File: src/rtl/bank_group_ctrl.sv
// bank_group_ctrl -- command router and timing checker for one DDR4 bank group.
//
// Sits between the DDR command decoder and the Bank instances. Keeps a small
// FSM per bank (IDLE/ACTIVATING/ACTIVE/PRECHARGING), the open row of every bank,
// per-bank tRCD/tRAS/tRP timers and group tCCD_L/tRRD_L timers. Each valid
// command is either accepted (routed to its bank) or rejected.
//
// Ports:
//   clk, reset     clock and synchronous active-high reset
//   halt           freeze all state and timers; commands are ignored
//   cmd_valid      command present this cycle
//   cmd[2:0]       0 NOP, 1 ACT, 2 RD, 3 WR, 4 PRE, 5 PREA, 6 REF, 7 reserved
//   ba, row        target bank, row address for ACT
//   cmd_ok/err     accept / reject pulse, one cycle after the command edge
//   bank_sel       one-hot target of an accepted ACT/RD/WR/PRE; all ones for PREA/REF
//   rd/wr_pulse    accepted RD / WR
//   act_row        ACT row on ACT, open row of the target bank on RD/WR
//   bank_state     2 bits per bank, bank i at [2i+1:2i]
module bank_group_ctrl #(
  parameter int BANKS     = 4,
  parameter int BAWIDTH   = 2,
  parameter int ADDRWIDTH = 17,
  parameter int TRCD      = 4,
  parameter int TRAS      = 10,
  parameter int TRP       = 4,
  parameter int TCCD_L    = 2,
  parameter int TRRD_L    = 2
) (
  input  logic                   clk,
  input  logic                   reset,
  input  logic                   halt,
  input  logic                   cmd_valid,
  input  logic [2:0]             cmd,
  input  logic [BAWIDTH-1:0]     ba,
  input  logic [ADDRWIDTH-1:0]   row,
  output logic                   cmd_ok,
  output logic                   cmd_err,
  output logic [BANKS-1:0]       bank_sel,
  output logic                   rd_pulse,
  output logic                   wr_pulse,
  output logic [ADDRWIDTH-1:0]   act_row,
  output logic [2*BANKS-1:0]     bank_state
);

  typedef enum logic [1:0] {
    ST_IDLE        = 2'd0,
    ST_ACTIVATING  = 2'd1,
    ST_ACTIVE      = 2'd2,
    ST_PRECHARGING = 2'd3
  } bank_st_e;

  localparam logic [7:0]         RCD_LD  = 8'(TRCD - 1);
  localparam logic [7:0]         RAS_LD  = 8'(TRAS - 1);
  localparam logic [7:0]         RP_LD   = 8'(TRP - 1);
  localparam logic [7:0]         CCD_LD  = 8'(TCCD_L - 1);
  localparam logic [7:0]         RRD_LD  = 8'(TRRD_L - 1);
  localparam logic [BAWIDTH:0]   BANKS_W = (BAWIDTH + 1)'(BANKS);

  bank_st_e             state_q    [BANKS];
  logic [7:0]           rcd_q      [BANKS];
  logic [7:0]           ras_q      [BANKS];
  logic [7:0]           rp_q       [BANKS];
  logic [ADDRWIDTH-1:0] open_row_q [BANKS];
  logic [7:0]           ccd_q, rrd_q;

  logic                 cmd_ok_q, cmd_err_q, rd_pulse_q, wr_pulse_q;
  logic [BANKS-1:0]     bank_sel_q;
  logic [ADDRWIDTH-1:0] act_row_q;

  logic                 ok_d, err_d, rd_d, wr_d, ccd_ld, rrd_ld;
  logic [BANKS-1:0]     sel_d, act_en, pre_en, tgt;
  logic [ADDRWIDTH-1:0] row_d, tgt_row;
  logic                 ba_ok;

  // A timer that reached 0 on the previous edge already makes the command
  // legal, even though the FSM register only moves on this edge. These
  // "effective" views fold that one-cycle lag into the legality checks.
  logic [BANKS-1:0] eff_idle, eff_open, eff_active, pre_ready;

  for (genvar gi = 0; gi < BANKS; gi++) begin : g_bank
    assign eff_idle[gi]   = (state_q[gi] == ST_IDLE) ||
                            (state_q[gi] == ST_PRECHARGING && rp_q[gi] == 8'd0);
    assign eff_open[gi]   = (state_q[gi] == ST_ACTIVATING) || (state_q[gi] == ST_ACTIVE);
    assign eff_active[gi] = (state_q[gi] == ST_ACTIVE) ||
                            (state_q[gi] == ST_ACTIVATING && rcd_q[gi] == 8'd0);
    assign pre_ready[gi]  = eff_open[gi] && (ras_q[gi] == 8'd0);
    assign bank_state[2*gi +: 2] = state_q[gi];
  end

  assign ba_ok = ({1'b0, ba} < BANKS_W);
  assign tgt   = ba_ok ? (BANKS'(1) << ba) : '0;

  always_comb begin
    tgt_row = '0;
    for (int i = 0; i < BANKS; i++) begin
      if (tgt[i]) tgt_row = open_row_q[i];
    end
  end

  // Command decode against pre-edge state.
  always_comb begin
    ok_d   = 1'b0;
    err_d  = 1'b0;
    rd_d   = 1'b0;
    wr_d   = 1'b0;
    sel_d  = '0;
    row_d  = '0;
    act_en = '0;
    pre_en = '0;
    ccd_ld = 1'b0;
    rrd_ld = 1'b0;
    if (!halt && cmd_valid) begin
      case (cmd)
        3'd0: ;
        3'd1: begin
          if (|(tgt & eff_idle) && rrd_q == 8'd0) begin
            ok_d = 1'b1; sel_d = tgt; act_en = tgt; row_d = row; rrd_ld = 1'b1;
          end else err_d = 1'b1;
        end
        3'd2, 3'd3: begin
          if (|(tgt & eff_active) && ccd_q == 8'd0) begin
            ok_d = 1'b1; sel_d = tgt; row_d = tgt_row; ccd_ld = 1'b1;
            rd_d = (cmd == 3'd2);
            wr_d = (cmd == 3'd3);
          end else err_d = 1'b1;
        end
        3'd4: begin
          if (|(tgt & pre_ready)) begin
            ok_d = 1'b1; sel_d = tgt; pre_en = tgt;
          end else if (|(tgt & eff_idle)) begin
            ok_d = 1'b1;  // PRE to a closed bank is harmless
          end else err_d = 1'b1;
        end
        3'd5: begin
          if (&(eff_idle | pre_ready)) begin
            ok_d = 1'b1; sel_d = '1; pre_en = pre_ready;
          end else err_d = 1'b1;
        end
        3'd6: begin
          if (&eff_idle) begin
            ok_d = 1'b1; sel_d = '1;
          end else err_d = 1'b1;
        end
        default: err_d = 1'b1;
      endcase
    end
  end

  always_ff @(posedge clk) begin
    if (reset) begin
      for (int i = 0; i < BANKS; i++) begin
        state_q[i]    <= ST_IDLE;
        rcd_q[i]      <= 8'd0;
        ras_q[i]      <= 8'd0;
        rp_q[i]       <= 8'd0;
        open_row_q[i] <= '0;
      end
      ccd_q      <= 8'd0;
      rrd_q      <= 8'd0;
      cmd_ok_q   <= 1'b0;
      cmd_err_q  <= 1'b0;
      rd_pulse_q <= 1'b0;
      wr_pulse_q <= 1'b0;
      bank_sel_q <= '0;
      act_row_q  <= '0;
    end else begin
      // Decode is already gated by halt, so outputs fall to 0 while halted.
      cmd_ok_q   <= ok_d;
      cmd_err_q  <= err_d;
      rd_pulse_q <= rd_d;
      wr_pulse_q <= wr_d;
      bank_sel_q <= sel_d;
      act_row_q  <= row_d;
      if (!halt) begin
        ccd_q <= ccd_ld ? CCD_LD : ((ccd_q != 8'd0) ? ccd_q - 8'd1 : 8'd0);
        rrd_q <= rrd_ld ? RRD_LD : ((rrd_q != 8'd0) ? rrd_q - 8'd1 : 8'd0);
        for (int i = 0; i < BANKS; i++) begin
          if (rcd_q[i] != 8'd0) rcd_q[i] <= rcd_q[i] - 8'd1;
          if (ras_q[i] != 8'd0) ras_q[i] <= ras_q[i] - 8'd1;
          if (rp_q[i]  != 8'd0) rp_q[i]  <= rp_q[i]  - 8'd1;
          case (state_q[i])
            ST_ACTIVATING:  if (rcd_q[i] == 8'd0) state_q[i] <= ST_ACTIVE;
            ST_PRECHARGING: if (rp_q[i]  == 8'd0) state_q[i] <= ST_IDLE;
            default: ;
          endcase
          // Command-driven transitions override the timer-driven ones above.
          if (act_en[i]) begin
            state_q[i]    <= ST_ACTIVATING;
            rcd_q[i]      <= RCD_LD;
            ras_q[i]      <= RAS_LD;
            open_row_q[i] <= row;
          end
          if (pre_en[i]) begin
            state_q[i] <= ST_PRECHARGING;
            rp_q[i]    <= RP_LD;
          end
        end
      end
    end
  end

  assign cmd_ok   = cmd_ok_q;
  assign cmd_err  = cmd_err_q;
  assign rd_pulse = rd_pulse_q;
  assign wr_pulse = wr_pulse_q;
  assign bank_sel = bank_sel_q;
  assign act_row  = act_row_q;

endmodule

File: config.mk
export PLATFORM = sky130hd
export DESIGN_NAME = bank_group_ctrl
export DESIGN_NICKNAME = d
export VERILOG_FILES = /design/src/rtl/bank_group_ctrl.sv
export SDC_FILE = /design/constraint.sdc
export NUM_CORES = 1
export LEC_CHECK = 0
export BUFFER_PORTS_ARGS = -buffer_cell sky130_fd_sc_hd__buf_4
export CORE_UTILIZATION = 56
export CTS_BUF_LIST = sky130_fd_sc_hd__clkbuf_16
export CTS_CLUSTER_SIZE = 28
export DETAILED_ROUTE_END_ITERATION = 12
export PLACE_DENSITY_LB_ADDON = 0.05
export SYNTH_ARGS = -nofsm -noshare
export SYNTH_HDL_FRONTEND = slang
export SYNTH_SLANG_ARGS = --single-unit
File: constraint.sdc
create_clock -name clk -period 2.7 [get_ports clk]
set_clock_uncertainty 0.1 [all_clocks]
set_input_delay 0.405 -clock clk [delete_from_list [all_inputs] [get_ports clk]]
set_output_delay 0.405 -clock clk [all_outputs]
set_load 0.05 [all_outputs]
==> metrics.md <==
| Metric | Value |
|---|---|
| Combinational power share | 0.206 |
| Vias per std cell | between 5 and 6 |
| Footprint of the multi-input gates | around 0.005 mm² |
| H-tree depth | 1 |
| VDD IR max | between 0.5 and 0.6 mV |
| Fin. max-slew vios | 0 |
| Type of origin of the critical path | register |
| Synth Register Bits | 213 |
| # IOs | ~60 |
| Worst slew pin tran | about 500 ps |
| DR iter-0 viols | 457 |
| CTS tree | yes |
| Final core utilization | 0.704 |
| Syn Inst Count | 980 |
| First-pass GRT wire length | 39700 µm |
| Slew margin rel. | 0.664 |
| Longest Clk Path Bufs | 3 |
| Crit Reg-Reg Endpoint | open_row_q[3][14] |
| Reg-to-reg startpoint | rp_q[2][5] |
| DP HPWL | around 17000 µm |
| Final setup violation count | 0 |
| Max frequency | roughly 380 MHz |
| CP max FO | 17 |
| Status | finished clean |
| P_leak | between 5 and 6 nW |
| GP Congestion | between 0.8 and 0.9 |
| Post-synth EDFFs | roughly 170 |
| R2R Setup Slk | roughly 79 ps |
| Grt total ovfl | 0 |
| FF+latch area | 0.00599 mm² |
| Antenna diodes | 0 |
| Final hold viol count | 0 |
| Critical Path AT | roughly 2900 ps |
| Sequential share of power | 0.433 |
| Fin crit period | between 2000 and 3000 ps |
| Pin count of the biggest net entering global routing | 28 |
| CP endpoint kind | register |
| Fillers | 1393 |
| Layout cell share with drive strength beyond 1 | 0.233 |
| RSZ-0062 raised after global routing | true |
| Min-Delay Endpoint | rd_pulse |
| R2R cell count | 9 |
| Rows | 50 |
| Final Power | approximately 0.0095 W |
| Die Y | about 140 µm |
| Hold Path Cell Cnt | 2 |
| Pint | a little under 0.007 W |
| MaxCap Viol Count | 0 |
| Area contributors post-synth | edfxtp_1 47%, dfxtp_1 7.4%, ha_1 5.0% |
| Post-synth top area share | 0.469 |
| Clock power share | 0.361 |
| Clock Latency Late Sink | roughly 520 ps |
| Initial Util | 0.579 |
| Hold Buf Count CTS | 0 |
| Root buffer cell | clkbuf_16 |
| Synth top cells by count | 172 x edfxtp_1, 133 x nor2_1, 70 x and2_1 |
| Routed WL | roughly 25000 µm |
| Nets | between 1000 and 1500 |
| Mean post-synth cell area | 11.2 µm² |
| Final worst path period share | 0.971 |
| Core Region | roughly 0.019 mm² |
| TritonRoute pass-1 iters | 5 |
| Async set-reset flop share out of synthesis | 0 |
| Routed len/inst | around 18 µm |
| Num CTS Buffers | 23 |
| Count leader, synth | edfxtp_1 |
| Req. time, crit path | 2990 ps |
| DRC violations left | 0 |
| DRT antenna net count | 0 |
| Sink Count | about 210 |
| Cell area after synthesis | 0.0110 mm² |
| Post-synthesis net count | roughly 1100 |
| Critical path type | reg2reg |
| Top_reg_cell synth | edfxtp_1 |
| Min-delay src | cmd[0] |
| Distinct cells, synth | 64 |
| Sw frac | 0.277 |
| Post-Place Worst Slack | between 15 and 20 ps |
| Synth area leader | edfxtp_1 |
| Switching pwr | 0.00264 W |
| Power Density | between 700 and 800 mW/mm² |
| Die width | 142 µm |
| Setup TNS | 0 ps |
| P&R area growth vs syn | 21.5% |
| Hold Path Class | in2reg |
| Initial antenna violation count | 0 |
| DIE AREA | just over 0.02 mm² |
| GRT Overall Usage | 0.253 |
| Worst-path clk slew | 60 ps |
| Synth warn | 0 |
| Vias in the first global route | between 7000 and 8000 |
| IO buf count | 58 |
| Via count | roughly 8000 |
| Post-synthesis sequential area ratio | 0.543 |
| Final worst setup slack | about 79 ps |
-- registers in the layout (all words and copies together), names as in the netlist --
register,cells
rd_pulse,1
cmd_ok,1
bank_sel,4
state_q,8
cmd_err,1
rp_q,32
wr_pulse,1
rcd_q,32
open_row_q,68
ccd_q,8
ras_q,32
rrd_q,8
act_row,17
-- power by group through the flow --
stage                     sequential [W]  combinational, W  clock, W
after floorplan                  0.00418           0.00131         0
after global placement           0.00418           0.00188         0
after detailed placement         0.00419           0.00189         0
after CTS                        0.00413           0.00192   0.00350
after global routing             0.00417           0.00218   0.00361
final                            0.00414           0.00197   0.00344
-- timing repair --
action                                  CTS  global route
endpoints found under the setup margin    0           174
resized for setup                         0            13
buffers inserted                          0            16
-- cell families after synthesis --
group / count (synthesis) / synth area share
xor gates and xnor gates: 65 / 0.0517
buffers and inverters: 76 / 0.0299
muxes: 18 / 0.0358
DFF: 213 / 0.543
adders and majority gates: 44 / 0.0500
and+or+nand+nor: 427 / 0.205
AOI/OAI and AO/OA: 137 / 0.0849
-- metrics by stage --
stage	instance area (µm²)	hold WS, ps	instances
final	13400	34.8	1396
after global routing	13400	50.2	1396
after CTS	13200	15.5	1380
after detailed placement	12400	359	1338
after global placement	12400	346	1338
after floorplan	11200	340	980
-- layout by cell type, fill, tap and decap left out, types with 17 or more instances in the layout --
cell	synthesis	routed
nand2_1	66	61
edfxtp_1	172	172
o21ai_0	31	31
nand3_1	25	24
a22oi_1	18	18
inv_1	44	40
xor2_1	26	26
a21oi_1	26	24
and2_1	70	70
dfxtp_1	41	41
nand2b_1	18	18
clkbuf_16	0	23
nor4_1	20	18
mux4_2	17	17
ha_1	44	43
xnor2_1	39	39
nor3_1	29	24
buf_4	6	139
nor2_1	133	133
-- worst max-delay path: stages, from the launching register on --
cell and delay (ps):
edfxtp_1 450, nor4_2 310, buf_4 160, a41oi_2 170, o22ai_2 230, o21a_4 260, buf_4 240, and3_1 180
buf_4 220, and2_1 160
-- layer usage --
metal	routed length [µm]	up-vias	track usage
met5	0	-	0
met4	532	0	0.0724
met3	1570	38	0.0444
met2	11800	220	0.412
met1	11200	3793	0.349
li1	-	3850	-
-- how the worst max path moves through the flow --
| stage | start | end | slack (ps) |
|---|---|---|---|
| after floorplan | state_q[1][1] | rp_q[3][0] | -210 |
| after global placement | rp_q[0][2] | open_row_q[3][2] | 40 |
| after detailed placement | rp_q[0][2] | open_row_q[3][14] | 20 |
| after CTS | rp_q[0][2] | open_row_q[3][14] | 10 |
| after global routing | ras_q[1][1] | rp_q[0][7] | -50 |
| final | rp_q[2][5] | open_row_q[3][14] | 80 |
-- area by class of cell --
class                           instances  area share
Clock inverter                         19      0.0193
Tap cell                              260      0.0243
Inverter                               45      0.0128
Clock buffer                           23      0.0430
Multi-Input combinational cell        691       0.367
Timing Repair Buffer                  145      0.0869
Sequential cell                       213       0.447
Power figures use the tool's default switching activity.
